File: src/rtl/dsp_wresp_arbiter_if.sv
// ---------------------------------------------------------------------------
// dsp_wresp_arbiter_if
//
// Purpose:
//   Bundles the write-response (B channel) signals around the dispatcher's
//   master-side WRESP arbiter. It carries the per-slave B channels in one
//   direction and the merged master B channel in the other.
//
// Signal summary (directions as seen by the arbiter):
//   sa_BID_i     in   TRANS_MST_ID_W*SLV_AMT   per-slave BID, slice s at
//                                             [TRANS_MST_ID_W*(s+1)-1 -: TRANS_MST_ID_W]
//   sa_BRESP_i   in   TRANS_WR_RESP_W*SLV_AMT  per-slave BRESP, same slicing
//   sa_BVALID_i  in   SLV_AMT                  per-slave response valid
//   sa_BREADY_o  out  SLV_AMT                  per-slave ready, one-hot or zero
//   m_BID_o      out  TRANS_MST_ID_W           registered BID to the master
//   m_BRESP_o    out  TRANS_WR_RESP_W          registered BRESP to the master
//   m_BVALID_o   out  1                        registered valid to the master
//   m_BREADY_i   in   1                        master ready
//   grant_slv_o  out  SLV_ID_W                 slave whose response is held
//
// Modports:
//   master : the arbiter itself (drives the *_o signals).
//   slave  : the surrounding logic (per-slave channels and master port).
// ---------------------------------------------------------------------------
interface dsp_wresp_arbiter_if #(
  parameter int SLV_AMT         = 2,
  parameter int SLV_ID_W        = $clog2(SLV_AMT),
  parameter int TRANS_MST_ID_W  = 5,
  parameter int TRANS_WR_RESP_W = 2
);

  logic [TRANS_MST_ID_W*SLV_AMT-1:0]  sa_BID_i;
  logic [TRANS_WR_RESP_W*SLV_AMT-1:0] sa_BRESP_i;
  logic [SLV_AMT-1:0]                 sa_BVALID_i;
  logic [SLV_AMT-1:0]                 sa_BREADY_o;

  logic [TRANS_MST_ID_W-1:0]          m_BID_o;
  logic [TRANS_WR_RESP_W-1:0]         m_BRESP_o;
  logic                               m_BVALID_o;
  logic                               m_BREADY_i;

  logic [SLV_ID_W-1:0]                grant_slv_o;

  modport master (
    input  sa_BID_i,
    input  sa_BRESP_i,
    input  sa_BVALID_i,
    output sa_BREADY_o,
    output m_BID_o,
    output m_BRESP_o,
    output m_BVALID_o,
    input  m_BREADY_i,
    output grant_slv_o
  );

  modport slave (
    output sa_BID_i,
    output sa_BRESP_i,
    output sa_BVALID_i,
    input  sa_BREADY_o,
    input  m_BID_o,
    input  m_BRESP_o,
    input  m_BVALID_o,
    output m_BREADY_i,
    input  grant_slv_o
  );

endinterface

File: src/rtl/dsp_wresp_arbiter.sv
// ---------------------------------------------------------------------------
// dsp_wresp_arbiter
//
// Purpose:
//   Master-side write-response arbiter of the dispatcher. It merges the B
//   channels of SLV_AMT slave-side WRESP channels onto a single master B
//   channel. A round-robin arbiter picks at most one response per cycle and
//   moves it into a one-entry registered output stage. The output stage can
//   drain and reload in the same cycle, so a stream of responses goes
//   through at one per cycle with no bubbles.
//
// Ports:
//   ACLK_i      in   1   clock, all state updates on the rising edge
//   ARESETn_i   in   1   synchronous active-low reset
//   wresp_if    --   dsp_wresp_arbiter_if.master
//                    (per-slave B channels, master B channel, grant index)
//   err_cnt_o   out  16  saturating count of master handshakes carrying
//                        SLVERR/DECERR (only with WRESP_ERR_CNT_EN)
//
// Configuration:
//   WRESP_ERR_CNT_EN : when defined, adds the error counter and err_cnt_o.
//                      When undefined, neither exists and all other
//                      behaviour is the same.
// ---------------------------------------------------------------------------
module dsp_wresp_arbiter #(
  parameter int SLV_AMT         = 2,
  parameter int SLV_ID_W        = $clog2(SLV_AMT),
  parameter int TRANS_MST_ID_W  = 5,
  parameter int TRANS_WR_RESP_W = 2
) (
  input  logic                     ACLK_i,
  input  logic                     ARESETn_i,
  dsp_wresp_arbiter_if.master      wresp_if
`ifdef WRESP_ERR_CNT_EN
  ,
  output logic [15:0]              err_cnt_o
`endif
);

  // Output stage states: EMPTY holds nothing, FULL holds one response that
  // is being offered to the master.
  localparam logic [0:0] ST_EMPTY = 1'b0;
  localparam logic [0:0] ST_FULL  = 1'b1;

  logic [0:0]                 state_q, state_d;
  logic [SLV_ID_W-1:0]        rr_ptr_q, rr_ptr_d;
  logic [SLV_ID_W-1:0]        grant_q, grant_d;
  logic [TRANS_MST_ID_W-1:0]  bid_q, bid_d;
  logic [TRANS_WR_RESP_W-1:0] bresp_q, bresp_d;

  logic [SLV_ID_W-1:0]        winner;
  logic [SLV_ID_W-1:0]        cand;
  logic                       found;
  logic                       req_any;
  logic                       load_en;
  logic                       slv_hs;
  logic                       mst_hs;
  logic [SLV_AMT-1:0]         bready;

  // Index base+off, wrapped into 0..SLV_AMT-1. off is below SLV_AMT and base
  // is always a legal index, so a single subtraction is enough.
  function automatic logic [SLV_ID_W-1:0] wrap_idx(
    input logic [SLV_ID_W-1:0] base,
    input int                  off
  );
    int sum;
    sum = int'(base) + off;
    if (sum >= SLV_AMT) begin
      sum = sum - SLV_AMT;
    end
    return SLV_ID_W'(sum);
  endfunction

  // Round-robin search: walk the valid vector starting at rr_ptr and keep
  // the first requester found. The winner only matters when req_any is set.
  always_comb begin
    winner = '0;
    cand   = '0;
    found  = 1'b0;
    for (int k = 0; k < SLV_AMT; k++) begin
      cand = wrap_idx(rr_ptr_q, k);
      if (!found && wresp_if.sa_BVALID_i[cand]) begin
        winner = cand;
        found  = 1'b1;
      end
    end
  end

  assign req_any = |wresp_if.sa_BVALID_i;

  // The stage can accept a new response when it is empty, or when its
  // current response leaves towards the master in this same cycle.
  assign load_en = (state_q == ST_EMPTY) || wresp_if.m_BREADY_i;

  // Master handshake on the registered output.
  assign mst_hs = (state_q == ST_FULL) && wresp_if.m_BREADY_i;

  // A slave handshake always belongs to the winner, because the winner is
  // by construction a valid channel whenever any channel is valid. Reset
  // masks it so no slave sees a ready while the block is being cleared.
  assign slv_hs = ARESETn_i && load_en && req_any;

  // Ready goes only to the winner. It is not a function of the losers'
  // valids beyond their effect on who wins.
  always_comb begin
    bready = '0;
    if (slv_hs) begin
      bready[winner] = 1'b1;
    end
  end

  // Next-state logic for the output stage and round-robin pointer. A load
  // takes priority over a plain drain, which gives back-to-back transfers.
  // With the stage full and the master stalling, nothing moves.
  always_comb begin
    state_d  = state_q;
    rr_ptr_d = rr_ptr_q;
    grant_d  = grant_q;
    bid_d    = bid_q;
    bresp_d  = bresp_q;
    if (slv_hs) begin
      state_d  = ST_FULL;
      grant_d  = winner;
      bid_d    = wresp_if.sa_BID_i[int'(winner)*TRANS_MST_ID_W +: TRANS_MST_ID_W];
      bresp_d  = wresp_if.sa_BRESP_i[int'(winner)*TRANS_WR_RESP_W +: TRANS_WR_RESP_W];
      rr_ptr_d = (int'(winner) == SLV_AMT-1) ? '0 : winner + 1'b1;
    end else if (mst_hs) begin
      state_d = ST_EMPTY;
    end
  end

  // State registers with synchronous reset. Reset discards any buffered
  // response without a master handshake.
  always_ff @(posedge ACLK_i) begin
    if (!ARESETn_i) begin
      state_q  <= ST_EMPTY;
      rr_ptr_q <= '0;
      grant_q  <= '0;
      bid_q    <= '0;
      bresp_q  <= '0;
    end else begin
      state_q  <= state_d;
      rr_ptr_q <= rr_ptr_d;
      grant_q  <= grant_d;
      bid_q    <= bid_d;
      bresp_q  <= bresp_d;
    end
  end

`ifdef WRESP_ERR_CNT_EN
  logic [15:0] err_cnt_q, err_cnt_d;

  // Count each response delivered to the master whose BRESP upper bit is set
  // (SLVERR or DECERR). The counter sticks at all-ones instead of wrapping.
  always_comb begin
    err_cnt_d = err_cnt_q;
    if (mst_hs && bresp_q[TRANS_WR_RESP_W-1] && (err_cnt_q != 16'hFFFF)) begin
      err_cnt_d = err_cnt_q + 16'd1;
    end
  end

  // Error counter register, cleared by reset.
  always_ff @(posedge ACLK_i) begin
    if (!ARESETn_i) begin
      err_cnt_q <= '0;
    end else begin
      err_cnt_q <= err_cnt_d;
    end
  end

  assign err_cnt_o = err_cnt_q;
`endif

  assign wresp_if.sa_BREADY_o = bready;
  assign wresp_if.m_BID_o     = bid_q;
  assign wresp_if.m_BRESP_o   = bresp_q;
  assign wresp_if.m_BVALID_o  = (state_q == ST_FULL);
  assign wresp_if.grant_slv_o = grant_q;

endmodule

File: src/flat_wrapper.sv
// flat-port wrapper written by rule: the top's interface ports become plain ports
module dsp_wresp_arbiter_flat 
#(
  parameter int SLV_AMT         = 2,
  parameter int SLV_ID_W        = $clog2(SLV_AMT),
  parameter int TRANS_MST_ID_W  = 5,
  parameter int TRANS_WR_RESP_W = 2
)
  (ACLK_i, ARESETn_i, wresp_if_sa_BID_i, wresp_if_sa_BRESP_i, wresp_if_sa_BVALID_i, wresp_if_sa_BREADY_o, wresp_if_m_BID_o, wresp_if_m_BRESP_o, wresp_if_m_BVALID_o, wresp_if_m_BREADY_i, wresp_if_grant_slv_o);
  dsp_wresp_arbiter_if #(.SLV_AMT(SLV_AMT), .SLV_ID_W(SLV_ID_W), .TRANS_MST_ID_W(TRANS_MST_ID_W), .TRANS_WR_RESP_W(TRANS_WR_RESP_W)) wresp_if_i ();
  input  logic ACLK_i;
  input  logic ARESETn_i;
  input wire logic [$bits(wresp_if_i.sa_BID_i)-1:0] wresp_if_sa_BID_i;
  input wire logic [$bits(wresp_if_i.sa_BRESP_i)-1:0] wresp_if_sa_BRESP_i;
  input wire logic [$bits(wresp_if_i.sa_BVALID_i)-1:0] wresp_if_sa_BVALID_i;
  output wire logic [$bits(wresp_if_i.sa_BREADY_o)-1:0] wresp_if_sa_BREADY_o;
  output wire logic [$bits(wresp_if_i.m_BID_o)-1:0] wresp_if_m_BID_o;
  output wire logic [$bits(wresp_if_i.m_BRESP_o)-1:0] wresp_if_m_BRESP_o;
  output wire logic [$bits(wresp_if_i.m_BVALID_o)-1:0] wresp_if_m_BVALID_o;
  input wire logic [$bits(wresp_if_i.m_BREADY_i)-1:0] wresp_if_m_BREADY_i;
  output wire logic [$bits(wresp_if_i.grant_slv_o)-1:0] wresp_if_grant_slv_o;
  assign wresp_if_i.sa_BID_i = wresp_if_sa_BID_i;
  assign wresp_if_i.sa_BRESP_i = wresp_if_sa_BRESP_i;
  assign wresp_if_i.sa_BVALID_i = wresp_if_sa_BVALID_i;
  assign wresp_if_sa_BREADY_o = wresp_if_i.sa_BREADY_o;
  assign wresp_if_m_BID_o = wresp_if_i.m_BID_o;
  assign wresp_if_m_BRESP_o = wresp_if_i.m_BRESP_o;
  assign wresp_if_m_BVALID_o = wresp_if_i.m_BVALID_o;
  assign wresp_if_i.m_BREADY_i = wresp_if_m_BREADY_i;
  assign wresp_if_grant_slv_o = wresp_if_i.grant_slv_o;
  dsp_wresp_arbiter #(.SLV_AMT(SLV_AMT), .SLV_ID_W(SLV_ID_W), .TRANS_MST_ID_W(TRANS_MST_ID_W), .TRANS_WR_RESP_W(TRANS_WR_RESP_W)) u_core (.ACLK_i(ACLK_i), .ARESETn_i(ARESETn_i), .wresp_if(wresp_if_i));
endmodule
File: config.mk
export PLATFORM = sky130hd
export DESIGN_NAME = dsp_wresp_arbiter_flat
export DESIGN_NICKNAME = d
export VERILOG_FILES = /design/src/rtl/dsp_wresp_arbiter_if.sv /design/src/rtl/dsp_wresp_arbiter.sv /design/src/flat_wrapper.sv
export SDC_FILE = /design/constraint.sdc
export NUM_CORES = 1
export LEC_CHECK = 0
export BUFFER_PORTS_ARGS = -buffer_cell sky130_fd_sc_hd__buf_2
export CAP_MARGIN = 25
export CORE_AREA = 4 4 41 43
export DETAILED_ROUTE_END_ITERATION = 16
export DIE_AREA = 0 0 45 47
export PLACE_DENSITY = 0.69
export RECOVER_POWER = 100
export SLEW_MARGIN = 30
export SYNTH_ARGS = -nofsm -noshare
export SYNTH_HDL_FRONTEND = slang
export SYNTH_SLANG_ARGS = --single-unit
export TNS_END_PERCENT = 5
File: constraint.sdc
create_clock -name ACLK_i -period 1.7 [get_ports ACLK_i]
set_input_delay 0.425 -clock ACLK_i [delete_from_list [all_inputs] [get_ports ACLK_i]]
set_output_delay 0.425 -clock ACLK_i [all_outputs]
set_load 0.02 [all_outputs]
Word-level counts from Yosys, hierarchy flattened
Index checks and enable logic that the tools add are counted.

word-level totals
  logic and storage cells = 43
  bits in latches = 0
  ROM bits = 0
  bits in writable memories = 0
  output and inout port bits = 11
  input bits = 19
  memories kept = 0
  flip-flop bits (word level) = 10

cells by class
  $add $sub $neg = 4
  multipliers = 1
  shift-type cells = 2
  order comparisons = 6
  equal/unequal tests = 0
  bitwise logic cells = 1
  div/mod/pow operators = 0
  muxes and demuxes = 15
  reductions and logical operators = 9

operator list
  operator             number
  $shiftx 10x32->5     1
  $mux 1               13
  $lt 1x2->1 const B   3
  $logic_and 1x1->1    5
  $mul 1x3->4 const B  1
  $shiftx 4x3->2       1
  $add 1x1->2 const B  1
  $ge 1x2->1 const B   1
  $ge 2x2->1 const B   1
  $mux 2               1
  $reduce_bool 2->1    1
  $reduce_or 2->1      1
  $sub 1x1->1 const B  2
  $add 1x1->1 const B  1
  $demux 1 s1          1
  $ge 1x1->1 const B   1
  $logic_not 1->1      1
  $logic_or 1x1->1     1
  $not 1->1            1

Logic depth before layout (Yosys ltp)
Gate-level depths: netlist of the first run.

  depth in word-level cells = 13
  mapped depth = 4
  mapped depth without buffers = 3

Worst setup path before layout of the first run
OpenSTA, ideal clock, no wires.

  path type = input-to-output
  start = input port wresp_if_sa_BVALID_i[1]
  end = output port wresp_if_sa_BREADY_o[0]
  required time = 1.275 ns
  slack = -0.030 ns
  arrival = 1.305 ns
  cell stages on the path = 3
  buffers on the path = 2
  cell sequence = buf_4 clkbuf_1 a211oi_1

on the way
  cells in the longest elaborated chain, start to end = 11
  elaborated cells between the ends (all ways) = 17
  those cells by class = 2 x order compare; 10 x mux; 5 x reduce/logical

RTL lines
  what                                                                   RTL line                  RTL
  start, declared                                                        flat_wrapper.sv:15        input wire logic [$bits(wresp_if_i.sa_BVALID_i)-1:0] wresp_if_sa_BVALID_i;
  $mux 1 (not written as such) (2 in series)                             dsp_wresp_arbiter.sv:82   if (!found && wresp_if.sa_BVALID_i[cand]) begin
  $mux 1                                                                 dsp_wresp_arbiter.sv:82
  $logic_not 1->1                                                        dsp_wresp_arbiter.sv:82
  $logic_and 1x1->1                                                      dsp_wresp_arbiter.sv:82
  $mux 1                                                                 dsp_wresp_arbiter.sv:82
  $lt 1x2->1 (not written as such) / $ge 1x1->1 (equally long branches)  dsp_wresp_arbiter.sv:108  bready[winner] = 1'b1;
  $logic_and 1x1->1 (not written as such)                                dsp_wresp_arbiter.sv:108
  $mux 1 (not written as such)                                           dsp_wresp_arbiter.sv:108
  $demux 1 s1                                                            --
  $mux 2 *                                                               dsp_wresp_arbiter.sv:107  if (slv_hs) begin
  end, declared                                                          flat_wrapper.sv:16        output wire logic [$bits(wresp_if_i.sa_BREADY_o)-1:0] wresp_if_sa_BREADY_o;

Mark *: on every way between the ends. The rest lies on a longest branch, timed or not. The select of a mux whose other input is x is not followed.

Worst setup path in the final report of the first run
  start = register u_core.state_q, in the netlist u_core.wresp_if.m_BVALID_o
  end = output port wresp_if_sa_BREADY_o[0]

on the way
  cells in the longest elaborated chain, start to end = 5

RTL lines
  what                             RTL line                  RTL
  start, declared                  dsp_wresp_arbiter.sv:45   logic [0:0] state_q, state_d;
  start signal, assigned           dsp_wresp_arbiter.sv:142  state_q <= state_d;
  $not 1->1                        dsp_wresp_arbiter.sv:93   assign load_en = (state_q == ST_EMPTY) || wresp_if.m_BREADY_i;
  $logic_or 1x1->1                 dsp_wresp_arbiter.sv:93
  $logic_and 1x1->1 (2 in series)  dsp_wresp_arbiter.sv:101  assign slv_hs = ARESETn_i && load_en && req_any;
  $mux 2                           dsp_wresp_arbiter.sv:107

No other way between the ends.

==> metrics.txt, run 1 <==
CTS Sinks=10; largest net degree at the start of global routing=18; Syn Area/Cell=11.23 um^2; Hold WC Path Type=in -> reg; clk_lat worst skew=0.26 ns; I/O Buffers=29; Syn Inst Count=47; Setup WS post-layout=0.08985 ns; aggregate routed wire length=1.302 mm; n_diodes=0; CP Data Arrival Time=1.19 ns; CTS Root Buffer Type=clkbuf_4; Setup crit end kind=output pin; sequential share of the synthesized area=37.91%; DRT iter0 DRCs=5; Num CTS Buffers=3; CTS tree=done; switching share of power=29.37%; commonest non-fill, non-tap cell in the layout=buf_2; Gate power share=27.7%; vias in the first global route=504; Max Root-Sink Buffers=2; final antenna-violating net count=0; kind of critical path=reg -> out; flop2flop setup slack=0.35 ns; DR vias=537; Synth Area in Compound Gates=48.82%; Place WS=0.1166 ns; most frequent cells in the layout=buf_2 (18), dfxtp_1 (10), clkbuf_1 (9), buf_4 (9), a21boi_0 (8); Synth Cell Area=528.0 um^2; VDD IR-drop max=0.4868 mV; Tcrit/Tclk final=94.71%; Die X=45 um; CORE AREA=1301 um^2; Synth Register Bits=10; Max Clock Skew=0.002014 ns; nets=103; Fin Setup TNS=0 ns; WP data required=1.27 ns; Critical R2R Launch=u_core.rr_ptr_q; Fmax=621.1 MHz; Initial Util=40.58%; HPWL after detailed placement=954.8 um; Chip Height=47 um; Slew @ Worst Pin=0.5204 ns; CP Launch Type=flop; Crit Path Max Fanout=6; fin crit period=1.610 ns; Final GP Congestion=0.6867; largest family of logic cells by synthesized area=compound AO/OA/AOI/OAI gates; remaining global-route overflow=0; Max-Cap Viols=0; R2R depth=4; die area=2115 um^2; Max-slew headroom=65.18%; hold-critical path depth=2; Pint=0.4141 mW; Cell Pwr Density=787.6 nW/um^2; Placement Rows=13; DR DRC count=0; synthesis-to-layout area growth=41.00%; hold endpoint=u_core.wresp_if.m_BVALID_o; RSZ-0062 raised after global routing=no; status=finished, final reports clean; leakage=0.3308 nW; fraction of synthesized area in multiplexers=0%; Avg WL per Cell=13.42 um; Distinct cells, synth=20; Syn Nets=66; Final setup viols=0; Clk pin slew, worst setup/hold paths=0.07 ns; initial antenna violation count=0; htree depth=1; Adder-Cell Fraction of Synth Area=0%; R2R Path End=u_core.wresp_if.m_BID_o[1]; Tot GR Track Use=13.62%; Post-Synth XOR/XNOR Area=0%; drt pass-1 iters=4; switching power=0.1722 mW; worst hold start=wresp_if_sa_BVALID_i[0]; max-slew violation total from the final report=0; Seq pwr share=44.7%; DR vias/cell=5.536; Hold Vio Cnt, Final=0; num ports=30; global-route wire length before repair=2.104 mm; # hold bufs at CTS=0; simple-gate share of the synthesized area=6.635%; layout cells sized above 1=58.54%; Clk network pwr share=27.6%; Syn. warnings=0
## sequential cells by signal, summed over array words and instances, names as in the netlist
| signal | cells |
|---|---|
| u_core.rr_ptr_q | 1 |
| u_core.wresp_if.grant_slv_o | 1 |
| u_core.wresp_if.m_BID_o | 5 |
| u_core.wresp_if.m_BRESP_o | 2 |
| u_core.wresp_if.m_BVALID_o | 1 |
## synth_stat cells
master	count	area (um^2)
nor2b_1	1	6.260
inv_1	1	3.750
nand2b_4	1	13.76
a311o_1	1	10.01
nand4b_1	1	8.760
a21boi_0	8	60.06
nor2_2	1	6.260
o221a_2	6	67.56
clkbuf_1	2	7.510
buf_6	1	11.26
o21ai_2	1	8.760
buf_4	1	7.510
a311o_2	6	67.56
o21ai_0	1	5.000
o31a_2	1	10.01
a211oi_1	1	7.510
o211a_1	1	10.01
o221a_1	1	11.26
dfxtp_1	10	200.2
buf_2	1	5.000
## routing by layer
metal	vias to the layer above	global-route usage, %	wire length, um
met3	2	3.448	97
li1	276	-	-
met2	20	20.90	567
met4	0	7.018	12
met5	-	0	0
met1	239	17.62	624
## worst max-delay path by stage
stage | slack (ns) | depth (start not counted) | end | startpoint
2_1_floorplan | 0.14 | 4 | wresp_if_sa_BREADY_o[1] | wresp_if_sa_BVALID_i[1]
3_3_place_gp | 0.11 | 5 | u_core.wresp_if.m_BID_o[2] | ARESETn_i
3_5_place_dp | 0.12 | 5 | u_core.wresp_if.m_BID_o[1] | ARESETn_i
4_1_cts | 0.02 | 4 | wresp_if_sa_BREADY_o[0] | u_core.wresp_if.m_BVALID_o
5_1_grt | 0.02 | 4 | wresp_if_sa_BREADY_o[0] | u_core.wresp_if.m_BVALID_o
6_report | 0.09 | 4 | wresp_if_sa_BREADY_o[0] | u_core.wresp_if.m_BVALID_o
## kinds of logic (layout without fill, tap and decap cells)
| kind of cell | count (synthesis) | in the layout |
|---|---|---|
| buffers and inverters | 6 | 41 |
| AND/OR/NAND/NOR | 4 | 4 |
| AO/OA/AOI/OAI | 27 | 27 |
| flip-flops | 10 | 10 |
## timing repair
action	4_1_cts	5_1_grt
setup endpoints to repair	0	2
buffers inserted	0	3
gates resized for setup	0	4
## critical path: stages (launching register included)
cell and delay [ns]:
dfxtp_1 0.32, nor2b_4 0.13, buf_4 0.15, a211oi_2 0.13, clkbuf_2 0.19
## final cells by class
| type | instances | area [um^2] |
|---|---|---|
| flip-flops and latches | 10 | 200.2 |
| inverters | 1 | 3.754 |
| multi-input cells | 31 | 302.8 |
| clock buffers | 3 | 22.52 |
| repair buffers | 37 | 196.4 |
| fillers | 135 | 556.8 |
| well taps | 15 | 18.77 |
## power groups by stage
stage / clock network [mW] / registers, mW / logic (mW)
floorplan: 0 / 0.288 / 0.0817
global placement: 0 / 0.266 / 0.157
detailed placement: 0 / 0.267 / 0.157
CTS: 0.167 / 0.262 / 0.158
global route: 0.179 / 0.264 / 0.177
finish: 0.162 / 0.262 / 0.162
## through the flow
| stage | cell area [um^2] | cells | utilization (%) | hold WS, ns | power [mW] |
|---|---|---|---|---|---|
| final | 744.5 | 97 | 57.21 | 0.4655 | 0.5863 |
| after global routing | 744.5 | 97 | 57.21 | 0.4657 | 0.6189 |
| after CTS | 725.7 | 94 | 55.77 | 0.4580 | 0.5865 |
| after detailed placement | 703.2 | 91 | 54.04 | 0.4784 | 0.4242 |
| after global placement | 703.2 | 91 | 54.04 | 0.4713 | 0.4234 |
| after floorplan | 533.0 | 47 | - | 0.4730 | 0.3693 |
No activity file was read; power rests on OpenSTA's default activity.
==> inputs of run 2 (changes only) <==
- CELL_PAD_IN_SITES_DETAIL_PLACEMENT: unset -> 1
- CELL_PAD_IN_SITES_GLOBAL_PLACEMENT: unset -> 2
- CORE_AREA: 4 4 41 43 -> unset
- CORE_MARGIN: unset -> 4
- CORE_UTILIZATION: unset -> 23
- DIE_AREA: 0 0 45 47 -> unset
- GPL_TIMING_DRIVEN: unset -> 1
==> run 2 against run 1 <==
Die area rose by 48%. Maximum frequency rose by 1.2%. Combinational power barely moved. Global-route usage fell by 2.5 points. Clock power rose by 36%. Via count rose by 3.4%. Core utilization fell by 22 points.
==> metrics.txt, run 2 (synthesis gave the netlist of run 1 again) <==
status=finished, final reports clean; final antenna-violating net count=0; Crit path largest cell delay=0.34 ns; Sequential Area=200.2 um^2; Slew @ Worst Pin=0.6159 ns; kind of critical path=reg -> out; max reg flops=5; Clk pin slew, worst setup/hold paths=0.07 ns; WP data required=1.27 ns; CORE AREA=2191 um^2; CTS tree=done; Num CTS Buffers=3; Setup crit end kind=output pin; CP max stage cell=dfxtp_1; Chip Height=55.92 um; Final setup viols=0; global-route wire length before repair=2.649 mm; leakage=0.3351 nW; Max-slew headroom=58.79%; Cells after DPL=106; DR vias=555; Cell Pwr Density=835.3 nW/um^2; Die X=55.92 um; Hold WC Path Type=in -> reg; fin crit period=1.591 ns; remaining global-route overflow=0; max-slew violation total from the final report=0; Max-Cap Viols=0; clk_lat worst skew=0.27 ns; Tcrit/Tclk final=93.61%; Max Clock Skew=0.005725 ns; most frequent cells in the layout=buf_2 (19), clkbuf_1 (11), dfxtp_1 (10), a21boi_0 (8), buf_4 (8); DRT iter0 DRCs=1; hold-critical path depth=2; HPWL after detailed placement=1.239 mm; flop2flop setup slack=0.30 ns; Final GP Congestion=0.7261; multi-input logic area=302.8 um^2; DR DRC count=0; ordered list of cells on the worst path=nor2b_4 -> clkbuf_1 -> a211oi_2 -> buf_4; drt pass-1 iters=4; hold slack=0.4602 ns; largest net degree at the start of global routing=17; Max Root-Sink Buffers=2; I/O Buffers=29; layout cells sized above 1=57.14%; worst hold start=wresp_if_sa_BVALID_i[0]; R2R depth=4; Critical R2R Launch=u_core.wresp_if.m_BVALID_o; num ports=30; Initial Util=24.10%; initial antenna violation count=0; CTS Root Buffer Type=clkbuf_4; R2R Path End=u_core.wresp_if.m_BID_o[0]; Finished Layout Cells=112; hold endpoint=u_core.wresp_if.m_BVALID_o; die area=3126 um^2; Fmax=628.4 MHz; n_diodes=0; Hold Vio Cnt, Final=0; DR vias/cell=4.955; aggregate routed wire length=1.669 mm; VDD IR-drop max=0.3787 mV; Crit Path Max Fanout=4; CP Launch Type=flop; FILL cells=281; commonest non-fill, non-tap cell in the layout=buf_2; CP Data Arrival Time=1.17 ns; Placement Rows=17; RSZ-0062 raised after global routing=no; CTS Sinks=10; Fin Setup TNS=0 ns; synthesis-to-layout area growth=46.68%; nets=104; htree depth=1; vias in the first global route=554; Avg WL per Cell=14.90 um; Tot GR Track Use=11.09%
run 2: repair_timing:
item	in CTS	in global routing
setup endpoints to repair	2	2
hold buffers	0	0
resized for setup	1	3
setup buffers	0	2
run 2: metal layers:
layer	part of all wire (%)	GRT usage (%)
met5	0	0
met3	5.5	3.016
met4	2.0	8.136
met1	51	14.62
met2	41	15.20
run 2: stage by stage:
step	util, %	power (mW)	area (um^2)	worst slack, ns
floorplan	-	0.3693	533.0	0.1392
global placement	33.52	0.4328	734.5	0.1189
detailed placement	33.52	0.4332	734.5	0.09668
CTS	35.29	0.6613	773.2	0.02849
global route	35.35	0.6859	774.5	0.01243
finish	35.35	0.6469	774.5	0.1086
run 2: critical path, delay by kind of cell (launching register included):
family | cells | cell delay (ns)
AO/OA/AOI/OAI | 1 | 0.05
flip-flops | 1 | 0.34
AND/OR/NAND/NOR | 1 | 0.18
buffers and inverters | 2 | 0.34
run 2: how the worst max path moves through the flow:
stage / cells past startpoint / end / start / slack, ns
after detailed placement: 5 / wresp_if_sa_BREADY_o[1] / wresp_if_m_BREADY_i / 0.1
after global routing: 4 / wresp_if_sa_BREADY_o[1] / u_core.wresp_if.m_BVALID_o / 0.01
final: 4 / wresp_if_sa_BREADY_o[0] / u_core.wresp_if.m_BVALID_o / 0.11
after CTS: 4 / wresp_if_sa_BREADY_o[1] / u_core.rr_ptr_q / 0.03
after global placement: 5 / wresp_if_sa_BREADY_o[1] / wresp_if_m_BREADY_i / 0.12
after floorplan: 4 / wresp_if_sa_BREADY_o[1] / wresp_if_sa_BVALID_i[1] / 0.14
run 2: layout make-up:
cell class                      count  area share, %
Multi-Input combinational cell     31          39.10
Clock buffer                        4          4.685
Inverter                            1         0.4847
Timing Repair Buffer               38          25.36
Sequential cell                    10          25.85
Tap cell                           28          4.523
run 2: power breakdown:
group / switching, mW / internal (mW) / leakage (nW)
Combinational: 0.0872 / 0.0775 / 0.231
Clock: 0.0894 / 0.130 / 0.0210
Sequential: 0.00964 / 0.253 / 0.0828
